## src/rtl/wb_gpio.sv

```systemverilog
// wb_gpio: Wishbone slave GPIO with debounced inputs, per-bit edge capture
// and a level interrupt.
//
// Register map (word offset = wb_adr_i[4:2]):
//   0 IN    debounced inputs (read-only)
//   1 OUT   output register driving gpio_o
//   2 MASK  interrupt enable per input bit
//   3 PEND  captured edges, write-1-to-clear
//   4 EDGE  1 = capture rising edge, 0 = capture falling edge
//   5..7    unmapped: read 0, writes ignored, still acked
//
// Ports:
//   clk, reset_n              clock, asynchronous active-low reset
//   wb_adr_i/dat_i/sel_i      Wishbone address, write data, byte enables
//   wb_stb_i/cyc_i/we_i       Wishbone strobe, cycle, write enable
//   wb_dat_o/ack_o            registered read data (0 unless ack) and ack
//   gpio_i                    raw asynchronous inputs
//   gpio_o                    output register
//   intr                      level interrupt, |(PEND & MASK), registered
module wb_gpio #(
  parameter int unsigned in_width     = 9,
  parameter int unsigned out_width    = 4,
  parameter int unsigned debounce_div = 100000
) (
  input  logic                 clk,
  input  logic                 reset_n,
  input  logic [31:0]          wb_adr_i,
  input  logic [31:0]          wb_dat_i,
  output logic [31:0]          wb_dat_o,
  input  logic [3:0]           wb_sel_i,
  input  logic                 wb_stb_i,
  input  logic                 wb_cyc_i,
  input  logic                 wb_we_i,
  output logic                 wb_ack_o,
  input  logic [in_width-1:0]  gpio_i,
  output logic [out_width-1:0] gpio_o,
  output logic                 intr
);

  localparam int unsigned CNT_W = (debounce_div > 1) ? $clog2(debounce_div) : 1;

  localparam logic [2:0] ADR_IN   = 3'd0;
  localparam logic [2:0] ADR_OUT  = 3'd1;
  localparam logic [2:0] ADR_MASK = 3'd2;
  localparam logic [2:0] ADR_PEND = 3'd3;
  localparam logic [2:0] ADR_EDGE = 3'd4;

  // ---------------------------------------------------------------------
  // Bus handshake
  // ---------------------------------------------------------------------
  logic        ack_q, ack_d;
  logic [31:0] dat_q, dat_d;
  logic        req;
  logic        wr_en;
  logic [2:0]  reg_adr;
  logic [31:0] lane_mask;
  logic [31:0] rd_data;

  // Excluding the cycle that already carries ack makes a held strobe
  // acknowledge every second clock.
  assign req     = wb_cyc_i & wb_stb_i & ~ack_q;
  assign wr_en   = req & wb_we_i;
  assign reg_adr = wb_adr_i[4:2];

  assign lane_mask = {{8{wb_sel_i[3]}}, {8{wb_sel_i[2]}},
                      {8{wb_sel_i[1]}}, {8{wb_sel_i[0]}}};

  // Address bits outside [4:2] and data bits above the register widths
  // have no function.
  logic unused_bits;
  assign unused_bits = ^{wb_adr_i[31:5], wb_adr_i[1:0], wb_dat_i};

  // ---------------------------------------------------------------------
  // Registers
  // ---------------------------------------------------------------------
  logic [out_width-1:0] out_q, out_d;
  logic [in_width-1:0]  mask_q, mask_d;
  logic [in_width-1:0]  edge_sel_q, edge_sel_d;
  logic [in_width-1:0]  pend_q, pend_d;
  logic [in_width-1:0]  pend_clr;
  logic                 intr_q, intr_d;

  // ---------------------------------------------------------------------
  // Input conditioning
  // ---------------------------------------------------------------------
  logic [in_width-1:0] sync1_q, sync2_q;
  logic [CNT_W-1:0]    presc_q, presc_d;
  logic                tick;
  logic [in_width-1:0] samp0_q, samp0_d;
  logic [in_width-1:0] samp1_q, samp1_d;
  logic [in_width-1:0] agree;
  logic [in_width-1:0] in_q, in_d;
  logic [in_width-1:0] in_prev_q;
  logic [in_width-1:0] rise, fall, ev;

  assign tick = (presc_q == CNT_W'(debounce_div - 1));

  always_comb begin
    presc_d = presc_q + CNT_W'(1);
    if (tick) begin
      presc_d = '0;
    end
  end

  // The 3-sample window is the sample arriving on this tick plus the two
  // held in samp0/samp1, so IN can move on the same tick as the third
  // agreeing sample.
  assign agree = ~(sync2_q ^ samp0_q) & ~(samp0_q ^ samp1_q);

  always_comb begin
    samp0_d = samp0_q;
    samp1_d = samp1_q;
    in_d    = in_q;
    if (tick) begin
      samp0_d = sync2_q;
      samp1_d = samp0_q;
      in_d    = (agree & sync2_q) | (~agree & in_q);
    end
  end

  // ---------------------------------------------------------------------
  // Edge capture and interrupt
  // ---------------------------------------------------------------------
  assign rise = in_q & ~in_prev_q;
  assign fall = ~in_q & in_prev_q;
  assign ev   = (edge_sel_q & rise) | (~edge_sel_q & fall);

  // OR-ing ev after the clear makes a same-cycle set win over W1C.
  assign pend_d = (pend_q & ~pend_clr) | ev;
  assign intr_d = |(pend_q & mask_q);

  // ---------------------------------------------------------------------
  // Register writes (take effect on the ack edge)
  // ---------------------------------------------------------------------
  always_comb begin
    out_d      = out_q;
    mask_d     = mask_q;
    edge_sel_d = edge_sel_q;
    pend_clr   = '0;
    if (wr_en) begin
      case (reg_adr)
        ADR_OUT: begin
          out_d = (out_q & ~lane_mask[out_width-1:0]) |
                  (wb_dat_i[out_width-1:0] & lane_mask[out_width-1:0]);
        end
        ADR_MASK: begin
          mask_d = (mask_q & ~lane_mask[in_width-1:0]) |
                   (wb_dat_i[in_width-1:0] & lane_mask[in_width-1:0]);
        end
        ADR_PEND: begin
          pend_clr = wb_dat_i[in_width-1:0] & lane_mask[in_width-1:0];
        end
        ADR_EDGE: begin
          edge_sel_d = (edge_sel_q & ~lane_mask[in_width-1:0]) |
                       (wb_dat_i[in_width-1:0] & lane_mask[in_width-1:0]);
        end
        default: begin
        end
      endcase
    end
  end

  // ---------------------------------------------------------------------
  // Read mux
  // ---------------------------------------------------------------------
  always_comb begin
    rd_data = '0;
    case (reg_adr)
      ADR_IN:   rd_data = 32'(in_q);
      ADR_OUT:  rd_data = 32'(out_q);
      ADR_MASK: rd_data = 32'(mask_q);
      ADR_PEND: rd_data = 32'(pend_q);
      ADR_EDGE: rd_data = 32'(edge_sel_q);
      default:  rd_data = '0;
    endcase
  end

  assign ack_d = req;
  assign dat_d = req ? rd_data : 32'd0;

  // ---------------------------------------------------------------------
  // State
  // ---------------------------------------------------------------------
  always_ff @(posedge clk or negedge reset_n) begin
    if (!reset_n) begin
      ack_q      <= 1'b0;
      dat_q      <= '0;
      out_q      <= '0;
      mask_q     <= '0;
      edge_sel_q <= '0;
      pend_q     <= '0;
      intr_q     <= 1'b0;
      sync1_q    <= '0;
      sync2_q    <= '0;
      presc_q    <= '0;
      samp0_q    <= '0;
      samp1_q    <= '0;
      in_q       <= '0;
      in_prev_q  <= '0;
    end else begin
      ack_q      <= ack_d;
      dat_q      <= dat_d;
      out_q      <= out_d;
      mask_q     <= mask_d;
      edge_sel_q <= edge_sel_d;
      pend_q     <= pend_d;
      intr_q     <= intr_d;
      sync1_q    <= gpio_i;
      sync2_q    <= sync1_q;
      presc_q    <= presc_d;
      samp0_q    <= samp0_d;
      samp1_q    <= samp1_d;
      in_q       <= in_d;
      in_prev_q  <= in_q;
    end
  end

  assign wb_ack_o = ack_q;
  assign wb_dat_o = dat_q;
  assign gpio_o   = out_q;
  assign intr     = intr_q;

endmodule

```

## config.mk

```make
export PLATFORM = sky130hd
export DESIGN_NAME = wb_gpio
export DESIGN_NICKNAME = d
export VERILOG_FILES = /design/src/rtl/wb_gpio.sv
export SDC_FILE = /design/constraint.sdc
export NUM_CORES = 1
export LEC_CHECK = 0
export CORE_MARGIN = 4
export CORE_UTILIZATION = 40
export CTS_BUF_LIST = sky130_fd_sc_hd__clkbuf_16
export CTS_CLUSTER_DIAMETER = 30
export CTS_CLUSTER_SIZE = 10
export DETAILED_ROUTE_END_ITERATION = 12
export PLACE_DENSITY_LB_ADDON = 0.1
export SLEW_MARGIN = 0
export SYNTH_ARGS = -nofsm -noshare
export SYNTH_HDL_FRONTEND = slang
export SYNTH_SLANG_ARGS = --single-unit
```

## constraint.sdc

```tcl
create_clock -name clk -period 1.65 [get_ports clk]
set_input_delay 0.165 -clock clk [delete_from_list [all_inputs] [get_ports clk]]
set_output_delay 0.165 -clock clk [all_outputs]
set_load 0.01 [all_outputs]
```

==> After elaboration in Yosys (flattened, before gate mapping) <==
Index checks and enable logic that the tools add are counted.
{ "word_totals": {"reg_bits": 136, "inputBits": 82, "word_cells": 65} }
{ "op_classes": {"n_addsub": 1, "n_eq_ne": 5, "mux": 5, "n_bitwise": 35, "n_reduce_logical": 5} }
{ "ops": {"columns": ["operator", "count"], "rows": [
  ["bitwise AND 9 bit", 12],
  ["NOT 9 bit", 8],
  ["bitwise OR 9 bit", 5],
  ["case mux 9 bit (5 select lines)", 1],
  ["2-to-1 mux 32 bit", 1],
  ["2-to-1 mux 9 bit", 2],
  ["XOR 9 bit", 2],
  ["adder 17 x 1 -> 17 bit, second input constant", 1],
  ["== test 17 bit, second input constant", 1],
  ["2-to-1 mux 17 bit", 1],
  ["OR reduction 9 bit", 1],
  ["bitwise AND 4 bit", 2],
  ["== test 3 x 2 -> 1 bit, second input constant", 2],
  ["AND reduction 2 bit", 3],
  ["NOT 4 bit", 1],
  ["bitwise OR 4 bit", 1],
  ["bitwise AND 1 bit", 3],
  ["== test 3 x 1 -> 1 bit, second input constant", 1],
  ["== test 3 bit, second input constant", 1],
  ["zero test 3 bit", 1],
  ["NOT 1 bit", 1]
]} }

==> Depth between registers and ports, before layout <==
Gate-level depths: netlist of the first run.
{ "depth": {"ltp_word": 7, "ltp_mapped": 7, "depth_no_buf": 5} }

==> Worst setup path after synthesis of the first run <==
No wires, ideal clock.
{ "synth_path": {"kind": "reg2reg", "startpoint": "reg presc_q[0]", "endpoint": "reg with a tool-made name", "setup_time_ns": 0.132, "t_arrival_ns": 1.457, "required_ns": 1.518, "setup_slack_ns": 0.061, "stages_incl_launch_ff": 8, "n_path_buf": 2, "synth_period_minus_slack_ns": 1.589, "cell_sequence": "dfrtp_1 ha_1 and4_4 and4_1 buf_6 buf_8 a31oi_1 nor3_2"} }
{ "synth_lines": {"columns": ["element", "line", "rtl"], "rows": [
  ["start: declaration", "87", "logic [CNT_W-1:0] presc_q, presc_d;"],
  ["start signal: assignment", "210", "presc_q <= presc_d;"]
]} }

==> Worst setup path in the final report of the first run <==
{ "layout_path": {"startpoint": "reg presc_q[1]", "endpoint": "reg samp0_q[6]"} }
{ "layout_via": {"elab_chain_len": 1} }
{ "layout_lines": {"columns": ["element", "line", "rtl"], "rows": [
  ["== test 17 bit", "96", "assign tick = (presc_q == CNT_W'(debounce_div - 1));"],
  ["end signal: assignment", "211", "samp0_q <= samp0_d;"],
  ["end: declaration", "89", "logic [in_width-1:0] samp0_q, samp0_d;"]
]} }
No other way between the ends.
A chain may end at the register's enable or synchronous reset.

==> out/results.tsv, run 1 <==
metric	value	unit
overflow	0	
syn_inst	430	
start_kind	flip-flop	
async_flop_share	100	%
place_hpwl	6.65	mm
cts_tree	done	
antenna_found_initial	0	
fin_nets	602	
final_core_util	54.4	%
clock_path_buffers	2	
crit_path_end_kind	flip-flop	
layout_min_cycle_time	1580	ps
clock-sinks	113	
fillers	1020	
area_growth	31.4	%
track_usage	15.2	%
viasPerCell	5.00	
synth.most_common_cell	dfrtp_1	
numPortBuffers	42	
synth_flop_cell	dfrtp_1	
first_pass_iters	4	
critPathRequiredTime	1950	ps
die_y	118	um
slowest_delay	380	ps
fin_skew	5.30	ps
slew_violations	0	
rsz0062_at_grt	yes	
core.rowCount	39	
drive_above_1_share	21.4	%
cts_max_level	4	
yosysUniqueCellTypes	46	
coreArea	11600	um2
path_delay_family	simple AND/OR/NAND/NOR gates	
vias	3375	
dieArea	13800	um2
hold_violations	0	
yosysSeqAreaShare	58.8	%
grt_pass1_wl	16.7	mm
start_util	41.4	%
place.gp.congestion	0.801	
num_io_pins	120	
cts-root-buf	clkbuf_16	
wl_per_cell	14.9	um
synth-edff-count	0	
ys_seq_elements	113	
p_leak	2.86	nW
clk_latency	410	ps
netlist_area	4810	um2
crit_buf_inv	3	
netlist.area_leader.share	58.8	%
ir_drop	0.623	mV
die_x	118	um
yosys_warnings	0	
grt_pass1_vias	3409	
drt_iter0_markers	171	
criticalPathCategory	reg -> reg	
path_cells	ha_2, and4_4, and4_4, buf_4, clkbuf_16, buf_4, nand2_1, nand2_1	
antenna_cells	0	
path_max_fanout	12	
status	complete, no violations	
yosys-top-cells-area	dfrtp_1 (59%), nand2_1 (6.1%), mux2_2 (5.2%), buf_4 (4.2%), a22oi_1 (2.3%)	
yosysTopAreaCell	dfrtp_1	
maxCapViolations	0	
numCtsBuffers	17	
fmax	634	MHz
drc	0	
grt_max_degree	54	
fin_total_pwr	0.00732	W
fin_tns_setup	0	ps
cp_data_arrival_time	1880	ps
worst_path_max_delay_cell	dfrtp_1	
pwr_density_cell	1160	nW/um2
yosys-top-cells-count	dfrtp_1 (113), nand2_1 (78), buf_4 (27)	
setup_viol	0	
avgSynthCellArea	11.2	um2
min_path_type	in -> reg	
wl	10.0	mm
antenna_left	0	
cts.clk_slew.worst_paths	50	ps
period_share	95.6	%
## final cells by class
cell class                 instances  area [um2]  share of cell area [%]
clock buffer                      17         425                    6.73
clock inverter                    15         198                    3.13
inverter                          10        37.5                   0.594
multi-input combinational        293        1800                    28.4
sequential                       113        2830                    44.8
tap                              143         179                    2.83
timing repair buffer              84         853                    13.5
## what timing repair did
action	in CTS	in global routing
hold buffers	1	0
resized for setup	0	10
setup endpoints to repair	0	28
endpoints found under the hold margin	23	0
buffers inserted	0	6
## report_power, final
| part | switching, W | internal (W) | leakage [nW] |
|---|---|---|---|
| sequential | 0.0000986 | 0.00290 | 1.47 |
| clock | 0.00121 | 0.00263 | 0.303 |
| combinational | 0.000227 | 0.000242 | 1.09 |
| total | 0.00154 | 0.00578 | 2.86 |
## placed cells by master (no fill, tap or decap), types with 2 or more instances in the layout
master             n
a21oi_1           15
a22oi_1           15
a31oi_1            9
and3_1             5
and4_1             2
and4_4             2
buf_12             8
buf_4             33
bufinv_16          5
clkbuf_16         18
clkdlybuf4s50_1   41
clkinv_1           6
conb_1            23
dfrtp_1          113
inv_1             11
mux2_2            22
mux2i_1            4
nand2_1           78
nand3_1           10
nand4_1            6
nor2_1            26
nor3_1             5
nor3_2             6
nor3b_2            2
nor4_1             5
nor4_2             4
o211ai_1           8
o21ai_0           12
or3_1              2
xnor2_1            9
xor2_1             2
## path summary, 6_finish.rpt
| kind | from | endpoint | slack [ps] | depth (start not counted) |
|---|---|---|---|---|
| worst max-delay path | presc_q[1]$_DFF_PN0_ | samp0_q[6]$_DFFE_PN0N_ | 70 | 8 |
| worst min-delay path | gpio_i[7] | sync1_q[7]$_DFF_PN0_ | 190 | 1 |
| max in group asynchronous | reset_n | samp0_q[0]$_DFFE_PN0N_ | 840 | 3 |
| min in group asynchronous | reset_n | intr$_DFF_PN0_ | 220 | 2 |
| worst min register to register | sync1_q[4]$_DFF_PN0_ | sync2_q[4]$_DFF_PN0_ | 350 | 0 |
| worst max register to register | presc_q[1]$_DFF_PN0_ | samp0_q[6]$_DFFE_PN0N_ | 70 | 8 |
## stage by stage
step	instances	cell area, um2	hold WS (ps)	setup slack, ps
6_report	675	6320	193	71.9
2_1_floorplan	452	4890	-131	60.6
3_5_place_dp	635	5570	109	-197
3_3_place_gp	635	5570	106	-185
5_1_grt	675	6320	177	-4.91
4_1_cts	668	6200	176	7.40
## metal layers
layer | vias up | share of wire, % | track usage [%]
li1 | 1650 | - | -
met4 | 0 | 1.6 | 6.59
met3 | 13 | 4.5 | 4.71
met2 | 83 | 48 | 24.7
met5 | - | 0 | 0
met1 | 1629 | 46 | 18.8
## cell families (layout without fill, tap and decap cells)
kind of cell | count (synthesis) | after routing | synth area share, %
other cells | 1 | 23 | 0.0780
simple gates | 167 | 167 | 18.1
buf+inv | 46 | 126 | 6.27
fa+ha+maj | 1 | 1 | 0.260
xor+xnor | 11 | 11 | 2.00
compound gates | 65 | 65 | 8.54
mux | 26 | 26 | 5.98
flops | 113 | 113 | 58.8
Note: power is estimated with default switching activity, not from simulation.
==> inputs of run 2 (changes only) <==
Settings changed: CTS_BUF_LIST sky130_fd_sc_hd__clkbuf_16 to not set.
==> out/results.tsv, run 2 (same netlist as run 1, synthesis figures left out) <==
metric	value	unit	change
status	complete, no violations		
p_leak	2.89	nW	+1.2%
slowest_delay	390	ps	about the same
hold_violations	0		unchanged
crit_buf_inv	3		unchanged
layout_min_cycle_time	1580	ps	+5.97 ps
start_util	41.4	%	unchanged
core.rowCount	39		unchanged
criticalPathCategory	reg -> reg		
wl	10.0	mm	about the same
hold_slack	193	ps	-0.259 ps
grt_pass1_wl	16.8	mm	+0.54%
antenna_left	0		unchanged
placed_cells	635		unchanged
grt_pass1_vias	3417		+0.23%
num_io_pins	120		unchanged
drt_iter0_markers	208		+22%
coreArea	11600	um2	unchanged
min_path_type	in -> reg		
drc	0		unchanged
wl_per_cell	14.8	um	-0.22%
slew_violations	0		unchanged
setup_viol	0		unchanged
path_max_fanout	12		unchanged
antenna_cells	0		unchanged
maxCapViolations	0		unchanged
clk_latency	410	ps	about the same
path_cells	ha_2, and4_4, and4_4, buf_4, clkbuf_16, buf_4, nand2_1, nand2_1		
worst_path_max_delay_cell	dfrtp_1		
final_common_cell	dfrtp_1		
ir_drop	0.620	mV	-0.47%
fin_nets	603		+0.17%
cts.clk_slew.worst_paths	50	ps	about the same
fin_total_pwr	0.00761	W	+4.0%
place.gp.congestion	0.801		unchanged
numPortBuffers	42		unchanged
numCtsBuffers	17		unchanged
final_cell_mix	dfrtp_1 (113), nand2_1 (78), clkdlybuf4s50_1 (41)		
crit_path_end_kind	flip-flop		
path_delay_family	simple AND/OR/NAND/NOR gates		
final_core_util	55.0	%	+0.60 points
ff_latch_area	2830	um2	unchanged
grt_max_degree	54		unchanged
area_growth	32.8	%	
critPathRequiredTime	1950	ps	about the same
fmax	631	MHz	-0.38%
cp_data_arrival_time	1880	ps	about the same
antenna_found_initial	0		unchanged
start_kind	flip-flop		
track_usage	15.3	%	+0.062 points
multi_input_area	1800	um2	+0.14%
period_share	96.0	%	+0.36 points
first_pass_iters	4		unchanged
overflow	0		unchanged
dp_slack	-197	ps	unchanged
vias	3362		-0.39%
place_hpwl	6.65	mm	unchanged
viasPerCell	4.97		-0.53%
pwr_density_cell	1190	nW/um2	+2.8%
cts_tree	done		
cts_max_level	4		unchanged
fin_ws	65.9	ps	-5.97 ps
clock-sinks	113		unchanged
clock_path_buffers	2		unchanged
cts-root-buf	clkbuf_16		
die_y	118	um	unchanged
dieArea	13800	um2	unchanged
die_x	118	um	unchanged
fillers	1019		-0.098%
fin_skew	9.13	ps	+3.83 ps
finalNonFillerCells	676		+0.15%
drive_above_1_share	22.5	%	+1.1 points
[run 2: metrics by stage]
step	TNS (ps)	cell area, um2
floorplan	0	4890
global placement	-3760	5570
detailed placement	-4020	5570
CTS	0	6260
global route	-7.71	6390
finish	0	6390
[run 2: path summary, 6_finish.rpt]
| path | depth (start not counted) | end | slack [ps] | startpoint |
|---|---|---|---|---|
| min reg2reg | 0 | sync2_q[6]$_DFF_PN0_ | 350 | sync1_q[6]$_DFF_PN0_ |
| min in group asynchronous | 2 | intr$_DFF_PN0_ | 220 | reset_n |
| max reg2reg | 8 | samp0_q[6]$_DFFE_PN0N_ | 70 | presc_q[1]$_DFF_PN0_ |
| max | 8 | samp0_q[6]$_DFFE_PN0N_ | 70 | presc_q[1]$_DFF_PN0_ |
| min | 1 | sync1_q[7]$_DFF_PN0_ | 190 | gpio_i[7] |
| max in group asynchronous | 3 | asynchronous set/reset pin | 830 | reset_n |
[run 2: routing by layer]
metal	global-route usage [%]	wire length, um	share of wire (%)	vias to the layer above
met5	0	0	0	-
met4	6.67	125	1.2	0
met3	4.95	506	5.0	11
met2	24.6	4810	48	76
met1	18.9	4600	46	1618
li1	-	-	-	1657
[run 2: report_power, final]
part           internal [W]  switching (W)
Clock               0.00292        0.00121
Sequential          0.00290      0.0000985
Combinational      0.000242       0.000228
Total               0.00607        0.00154
[run 2: cell type report]
type / instances / area share (%)
sequential: 113 / 44.3
inverter: 10 / 0.588
clock inverter: 8 / 2.68
clock buffer: 24 / 8.01
timing repair buffer: 85 / 13.5
multi-input combinational: 293 / 28.2
tap: 143 / 2.80
[run 2: repair_timing]
action                                  in CTS  in global routing
endpoints found under the setup margin       0                 29
endpoints found under the hold margin       23                  0
setup buffers                                0                  7
hold buffers                                 1                  0
resized for setup                            0                 10
